**src/rtl/life_pkg.sv**
```systemverilog
// Shared types and rule constants for the life grid engine.
// Imported by the row evaluator and the engine top.
package life_pkg;

    typedef enum logic [1:0] {
        IDLE,
        COMPUTE,
        COMMIT
    } state_t;

    localparam logic [3:0] RULE_BIRTH      = 4'd3;
    localparam logic [3:0] RULE_SURVIVE_LO = 4'd2;
    localparam logic [3:0] RULE_SURVIVE_HI = 4'd3;
    localparam int         GEN_COUNT_W     = 16;

    function automatic logic cell_next(input logic alive, input logic [3:0] n);
        if (alive)
            return (n >= RULE_SURVIVE_LO) && (n <= RULE_SURVIVE_HI);
        return n == RULE_BIRTH;
    endfunction

endpackage

```
**src/rtl/life_row_next.sv**
```systemverilog
// Combinational next-generation evaluator for one grid row.
// Edge rows/columns read as dead unless wrap is enabled.
module life_row_next
    import life_pkg::*;
#(
    parameter int COLS = 8
) (
    input  logic [COLS-1:0] i_above,
    input  logic [COLS-1:0] i_cur,
    input  logic [COLS-1:0] i_below,
    input  logic            i_wrap,
    input  logic            i_top,
    input  logic            i_bot,
    output logic [COLS-1:0] o_next
);

    logic [COLS-1:0] w_up;
    logic [COLS-1:0] w_dn;

    assign w_up = (i_top && !i_wrap) ? '0 : i_above;
    assign w_dn = (i_bot && !i_wrap) ? '0 : i_below;

    for (genvar c = 0; c < COLS; c++) begin : g_col
        localparam int L = (c == 0) ? COLS - 1 : c - 1;
        localparam int R = (c == COLS - 1) ? 0 : c + 1;

        logic       w_lok;
        logic       w_rok;
        logic [3:0] w_n;

        // neighbours across the left/right border only count when wrapping
        assign w_lok = (c != 0) || i_wrap;
        assign w_rok = (c != COLS - 1) || i_wrap;

        assign w_n = 4'(w_up[L] & w_lok) + 4'(w_up[c]) + 4'(w_up[R] & w_rok)
                   + 4'(i_cur[L] & w_lok) + 4'(i_cur[R] & w_rok)
                   + 4'(w_dn[L] & w_lok) + 4'(w_dn[c]) + 4'(w_dn[R] & w_rok);

        assign o_next[c] = cell_next(i_cur[c], w_n);
    end

endmodule

```
**src/rtl/life_grid_engine.sv**
```systemverilog
// Game of Life engine: row-serial compute into a shadow buffer,
// atomic commit, row loading and multiplexed matrix drive.
module life_grid_engine
    import life_pkg::*;
#(
    parameter int ROWS       = 8,
    parameter int COLS       = 8,
    parameter int WRAP       = 1,
    parameter int GEN_PERIOD = 1000000,
    parameter int SCAN_DIV   = 1000,
    parameter logic [ROWS*COLS-1:0] INIT_GRID =
        ((ROWS*COLS)'(2))
        | ((ROWS*COLS)'(4) << COLS)
        | ((ROWS*COLS)'(7) << (2 * COLS))
) (
    input  logic                      clk,
    input  logic                      rst,
    input  logic                      run,
    input  logic                      step,
    input  logic                      load_valid,
    input  logic [$clog2(ROWS)-1:0]   load_row,
    input  logic [COLS-1:0]           load_data,
    output logic                      load_ready,
    output logic                      busy,
    output logic [GEN_COUNT_W-1:0]    gen_count,
    output logic                      stable,
    output logic                      extinct,
    output logic [ROWS-1:0]           rows_out,
    output logic [COLS-1:0]           columns_out
);

    localparam int RW = $clog2(ROWS);
    localparam int PW = $clog2(GEN_PERIOD + 1);
    localparam int SW = $clog2(SCAN_DIV + 1);
    localparam logic [PW-1:0] PER_LAST  = PW'(GEN_PERIOD - 1);
    localparam logic [SW-1:0] SCAN_LAST = SW'(SCAN_DIV - 1);
    localparam logic [RW-1:0] ROW_LAST  = RW'(ROWS - 1);

    state_t                 r_state;
    state_t                 w_state_next;
    logic [ROWS*COLS-1:0]   r_grid;
    logic [ROWS*COLS-1:0]   r_shadow;
    logic [RW-1:0]          r_row;
    logic [RW-1:0]          r_scan;
    logic [PW-1:0]          r_period;
    logic [SW-1:0]          r_scan_cnt;
    logic [GEN_COUNT_W-1:0] r_gen;
    logic                   r_stable;

    logic [RW-1:0]   w_up;
    logic [RW-1:0]   w_dn;
    logic [COLS-1:0] w_next_row;
    logic            w_idle;
    logic            w_period_hit;
    logic            w_step_req;
    logic            w_load;
    logic            w_trig;

    assign w_idle       = r_state == IDLE;
    assign w_period_hit = run && (r_period == PER_LAST);
    assign w_step_req   = w_idle && step && !run;
    assign w_load       = w_idle && load_valid;
    // a load in the same cycle as a trigger wins; the trigger is dropped
    assign w_trig       = w_idle && (w_step_req || w_period_hit) && !w_load;

    assign w_up = (r_row == '0) ? ROW_LAST : r_row - 1'b1;
    assign w_dn = (r_row == ROW_LAST) ? '0 : r_row + 1'b1;

    life_row_next #(
        .COLS(COLS)
    ) u_row (
        .i_above(r_grid[w_up*COLS +: COLS]),
        .i_cur  (r_grid[r_row*COLS +: COLS]),
        .i_below(r_grid[w_dn*COLS +: COLS]),
        .i_wrap (WRAP != 0),
        .i_top  (r_row == '0),
        .i_bot  (r_row == ROW_LAST),
        .o_next (w_next_row)
    );

    always_ff @(posedge clk) begin
        if (!rst)
            r_state <= IDLE;
        else
            r_state <= w_state_next;
    end

    always_comb begin
        w_state_next = r_state;
        case (r_state)
            IDLE:    if (w_trig) w_state_next = COMPUTE;
            COMPUTE: if (r_row == ROW_LAST) w_state_next = COMMIT;
            COMMIT:  w_state_next = IDLE;
            default: w_state_next = IDLE;
        endcase
    end

    always_ff @(posedge clk) begin
        if (!rst) begin
            r_grid   <= INIT_GRID;
            r_shadow <= '0;
            r_row    <= '0;
            r_period <= '0;
            r_gen    <= '0;
            r_stable <= 1'b0;
        end else begin
            if (w_period_hit || w_step_req)
                r_period <= '0;
            else if (run)
                r_period <= r_period + 1'b1;

            case (r_state)
                IDLE: begin
                    r_row <= '0;
                    if (w_load && (int'(load_row) < ROWS)) begin
                        r_grid[load_row*COLS +: COLS] <= load_data;
                        r_stable <= 1'b0;
                    end
                end
                COMPUTE: begin
                    r_shadow[r_row*COLS +: COLS] <= w_next_row;
                    r_row <= r_row + 1'b1;
                end
                COMMIT: begin
                    r_grid   <= r_shadow;
                    r_gen    <= r_gen + 1'b1;
                    r_stable <= r_shadow == r_grid;
                end
                default: r_row <= '0;
            endcase
        end
    end

    always_ff @(posedge clk) begin
        if (!rst) begin
            r_scan     <= '0;
            r_scan_cnt <= '0;
        end else if (r_scan_cnt == SCAN_LAST) begin
            r_scan_cnt <= '0;
            r_scan     <= (r_scan == ROW_LAST) ? '0 : r_scan + 1'b1;
        end else begin
            r_scan_cnt <= r_scan_cnt + 1'b1;
        end
    end

    assign load_ready  = w_idle;
    assign busy        = (r_state == COMPUTE) || (r_state == COMMIT);
    assign gen_count   = r_gen;
    assign stable      = r_stable;
    assign extinct     = r_grid == '0;
    assign rows_out    = {{(ROWS-1){1'b0}}, 1'b1} << r_scan;
    assign columns_out = r_grid[r_scan*COLS +: COLS];

endmodule

```
**config.mk**
```make
export PLATFORM = sky130hd
export DESIGN_NAME = life_grid_engine
export DESIGN_NICKNAME = d
export VERILOG_FILES = /design/src/rtl/life_pkg.sv /design/src/rtl/life_row_next.sv /design/src/rtl/life_grid_engine.sv
export SDC_FILE = /design/constraint.sdc
export NUM_CORES = 1
export LEC_CHECK = 0
export BUFFER_PORTS_ARGS = -buffer_cell sky130_fd_sc_hd__buf_2
export CAP_MARGIN = 10
export CORE_MARGIN = 5
export CORE_UTILIZATION = 43
export DETAILED_ROUTE_END_ITERATION = 8
export HOLD_SLACK_MARGIN = 0.03
export PLACE_DENSITY = 0.59
export SETUP_SLACK_MARGIN = 0.4
export SYNTH_ARGS = -nofsm -noshare
export SYNTH_HDL_FRONTEND = slang
export SYNTH_SLANG_ARGS = --single-unit
```
**constraint.sdc**
```tcl
create_clock -name clk -period 6.05 [get_ports clk]
set_input_delay 0.9075 -clock clk [delete_from_list [all_inputs] [get_ports clk]]
set_output_delay 0.9075 -clock clk [all_outputs]
set_load 0.02 [all_outputs]
```
==> reports/metrics.csv <==
stage,metric,value,unit
run_status,status,"complete, no violations",
routing,dr.pass1.iters,5,
placed_design,gp_congestion,0.972,
global_route,grt_start_max_net_pins,74,
routing,wl_per_cell,22.9,um
critical_path,startpoint_type,flop,
synthesis,postSynth.asyncResetShare,0,
synthesis,yosysTopAreaCell,dfxtp_1,
synthesis,synth_fp_nets,1443,
synthesis,synth.avg_cell_area,8.95,sq um
critical_path,max_stage_delay,0.52,ns
synthesis,ys_ff_latch,183,
placed_design,io_buffers,51,
finish,syn2layout_area_growth,11.6,%
timing,min_period,5.38,ns
finish,antennaDiodeCount,0,
timing,max_freq,186,MHz
finish,drive_gt1_frac,0.169,
synthesis,synth_top_area_frac,0.303,
critical_path,critPathArrivalTime,5.74,ns
routing,wirelength,40.7,mm
synthesis,yosys.cell_types.count,78,
critical_path,critical_path.endpoint_type,flop,
finish,nNetsFinal,1480,
global_route,overflow,0,
global_route,antenna_found_initial,0,
synthesis,synth_area_leaders,"dfxtp_1 (30%), mux4_2 (8.6%), nor2_1 (6.7%), a22oi_1 (5.4%), ha_1 (5.2%)",
run,max_cap_violations,0,
timing,slew_headroom,0.206,
clock_network,clock-sinks,183,
critical_path,cp_top_family,adder cells,
routing,num_vias,10800,
timing,fin_crit_sh,0.890,
synthesis,ys_seq_area_frac,0.303,
pwr,p_leak,5.20,nW
critical_path,worstPathCellList,inv_1 -> ha_2 -> ha_4 -> nand2b_4 -> mux4_2 -> mux2_2 -> ha_1 -> xor2_1 -> ha_1 -> fa_1 -> and2_1 -> nor2_1 -> ha_2 -> nor2_1 -> fa_2 -> a2111oi_2 -> a21oi_1 -> or3_1 -> a311o_2 -> mux2i_1,
synthesis,syn_inst,1351,
hold_path,min_path_type,reg -> reg,
die,dieWidth,178,um
timing,worst_pin_slew,1.19,ns
die,die_h,178,um
routing,wl_met1,17.6,mm
pwr,power.density,209,nW/um^2
clock_network,root_buffer,clkbuf_16,
timing,rsz0062_at_grt,no,
clock_network,worstSkewPairLatency,0.44,ns
finish,layout_common_cells,"nor2_1 (216), dfxtp_1 (181), nand2_1 (91)",
die,fp.coreArea,27800,sq um
die,die-area,31600,sq um
die,placementRows,61,
synthesis,yosysWarningCount,0,
critical_path,slowest_stage,mux4_2,
global_route,track_usage,0.258,
routing,wl_met3,3.45,mm
clock_network,cts_tree,yes,
global_route,grt_pass1_vias,10200,
timing,setup_violations,0,
synthesis,ys.flop_type,dfxtp_1,
routing,route.detailed.drc,0,
placed_design,dp_hpwl,29.8,mm
die,start_util,0.435,
timing,finalClockSkew,0.0146,ns
routing,dr.first_iter.drc_count,1089,
routing,via_per_inst,6.06,
clock_network,cts_hold_buf,0,
timing,hold_viol,0,
synthesis,synth_area,12100,sq um
synthesis,synth_edf_count,0,
clock_network,cts_made_buffers,17,
pwr,irDropWorstVdd,178,uV
timing,tns,0,ns
routing,highest_layer,met4,
critical_path,worstPathRequired,6.41,ns
global_route,grt_pass1_wl,62.1,mm
critical_path,crit_fanout,8,
die,num_io_pins,52,
timing,drv_slew,0,
clock_network,ctsHtreeMaxLevel,4,
critical_path,path_class,reg -> reg,
clock_network,clock_path_buffers,2,
pwr,p_total,2.82,mW
critical_path,critPathBufInv,1,
routing,ant_nets,0,
routing,wl_met2,18.2,mm
clock_network,clk_pin_slew,0.08,ns
finish,layout_commonest_cell,nor2_1,
registers in the layout, indices dropped and copies added (netlist names):
signal and cells:
stable 1, r_state 2, r_row 3, r_scan_cnt 10, r_grid 64, gen_count 16
r_shadow 64, r_scan 3, r_period 20
cells by family (layout without fill, tap and decap cells):
logic type | count (synthesis) | after routing | synth area share
xor+xnor | 97 | 97 | 0.0715
fa+ha+maj | 77 | 77 | 0.0956
buf+inv | 156 | 206 | 0.0531
simple gates | 473 | 473 | 0.184
mux | 103 | 103 | 0.135
compound gates | 262 | 262 | 0.157
flops | 183 | 183 | 0.303
synth_stat cells (all sizes together) (28+ instances only):
cell type	count
inv	81
ha	50
o21ai	33
nor2	218
a211oi	59
xor2	58
nor4	32
nand3	28
mux2i	40
nand2	92
a22oi	87
clkbuf	47
mux4	46
xnor2	39
dfxtp	183
metal layers:
metal / track usage / vias to the layer above
li1: - / 4951
met1: 0.355 / 5195
met3: 0.0505 / 90
met4: 0.104 / 0
met5: 0 / -
met2: 0.398 / 544
report_power, final:
part           switching (mW)  internal (mW)
Clock                   0.534          0.588
Sequential             0.0479           1.22
Combinational           0.270          0.162
Total                   0.852           1.97
per-stage QoR:
step / util / worst slack [ns] / hold slack [ns] / cells / instance area, sq um
3_3_place_gp: 0.459 / 0.569 / 0.430 / 1740 / 12800
3_5_place_dp: 0.459 / 0.519 / 0.439 / 1740 / 12800
4_1_cts: 0.480 / 0.461 / 0.449 / 1772 / 13300
5_1_grt: 0.486 / 0.396 / 0.488 / 1779 / 13500
6_report: 0.486 / 0.667 / 0.446 / 1779 / 13500
2_1_floorplan: - / 0.416 / 0.413 / 1351 / 12100
area by class of cell:
class | instances | area (sq um)
Timing Repair Buffer | 91 | 562
Clock inverter | 14 | 156
Clock buffer | 18 | 429
Sequential cell | 183 | 3670
Multi-Input combinational cell | 1012 | 7900
Fill cell | 2704 | 14300
Inverter | 83 | 314
Tap cell | 378 | 473
repair_timing:
action | in CTS | in global routing
hold endpoints to repair | 0 | 0
endpoints found under the setup margin | 0 | 25
resized for setup | 0 | 23
buffers inserted | 0 | 4
worst reg2reg max path, stage by stage (launching register included):
cell and delay, ns:
dfxtp_1 0.31, inv_1 0.10, ha_2 0.22, ha_4 0.19, nand2b_4 0.14, mux4_2 0.52, mux2_2 0.29, ha_1 0.30
xor2_1 0.18, ha_1 0.29, fa_1 0.45, and2_1 0.19, nor2_1 0.11, ha_2 0.20, nor2_1 0.07, fa_2 0.39
a2111oi_2 0.33, a21oi_1 0.06, or3_1 0.31, a311o_2 0.48, mux2i_1 0.18
path summary, 6_finish.rpt:
path / depth (start not counted) / to / slack [ns] / from
worst min register to register: 1 / r_scan_cnt[0] / 0.45 / r_scan_cnt[0]
worst min-delay path: 1 / r_scan_cnt[0] / 0.45 / r_scan_cnt[0]
worst max register to register: 20 / r_shadow[32] / 0.67 / r_row[1]
worst max-delay path: 20 / r_shadow[32] / 0.67 / r_row[1]
Note: power is estimated with default switching activity, not from simulation.
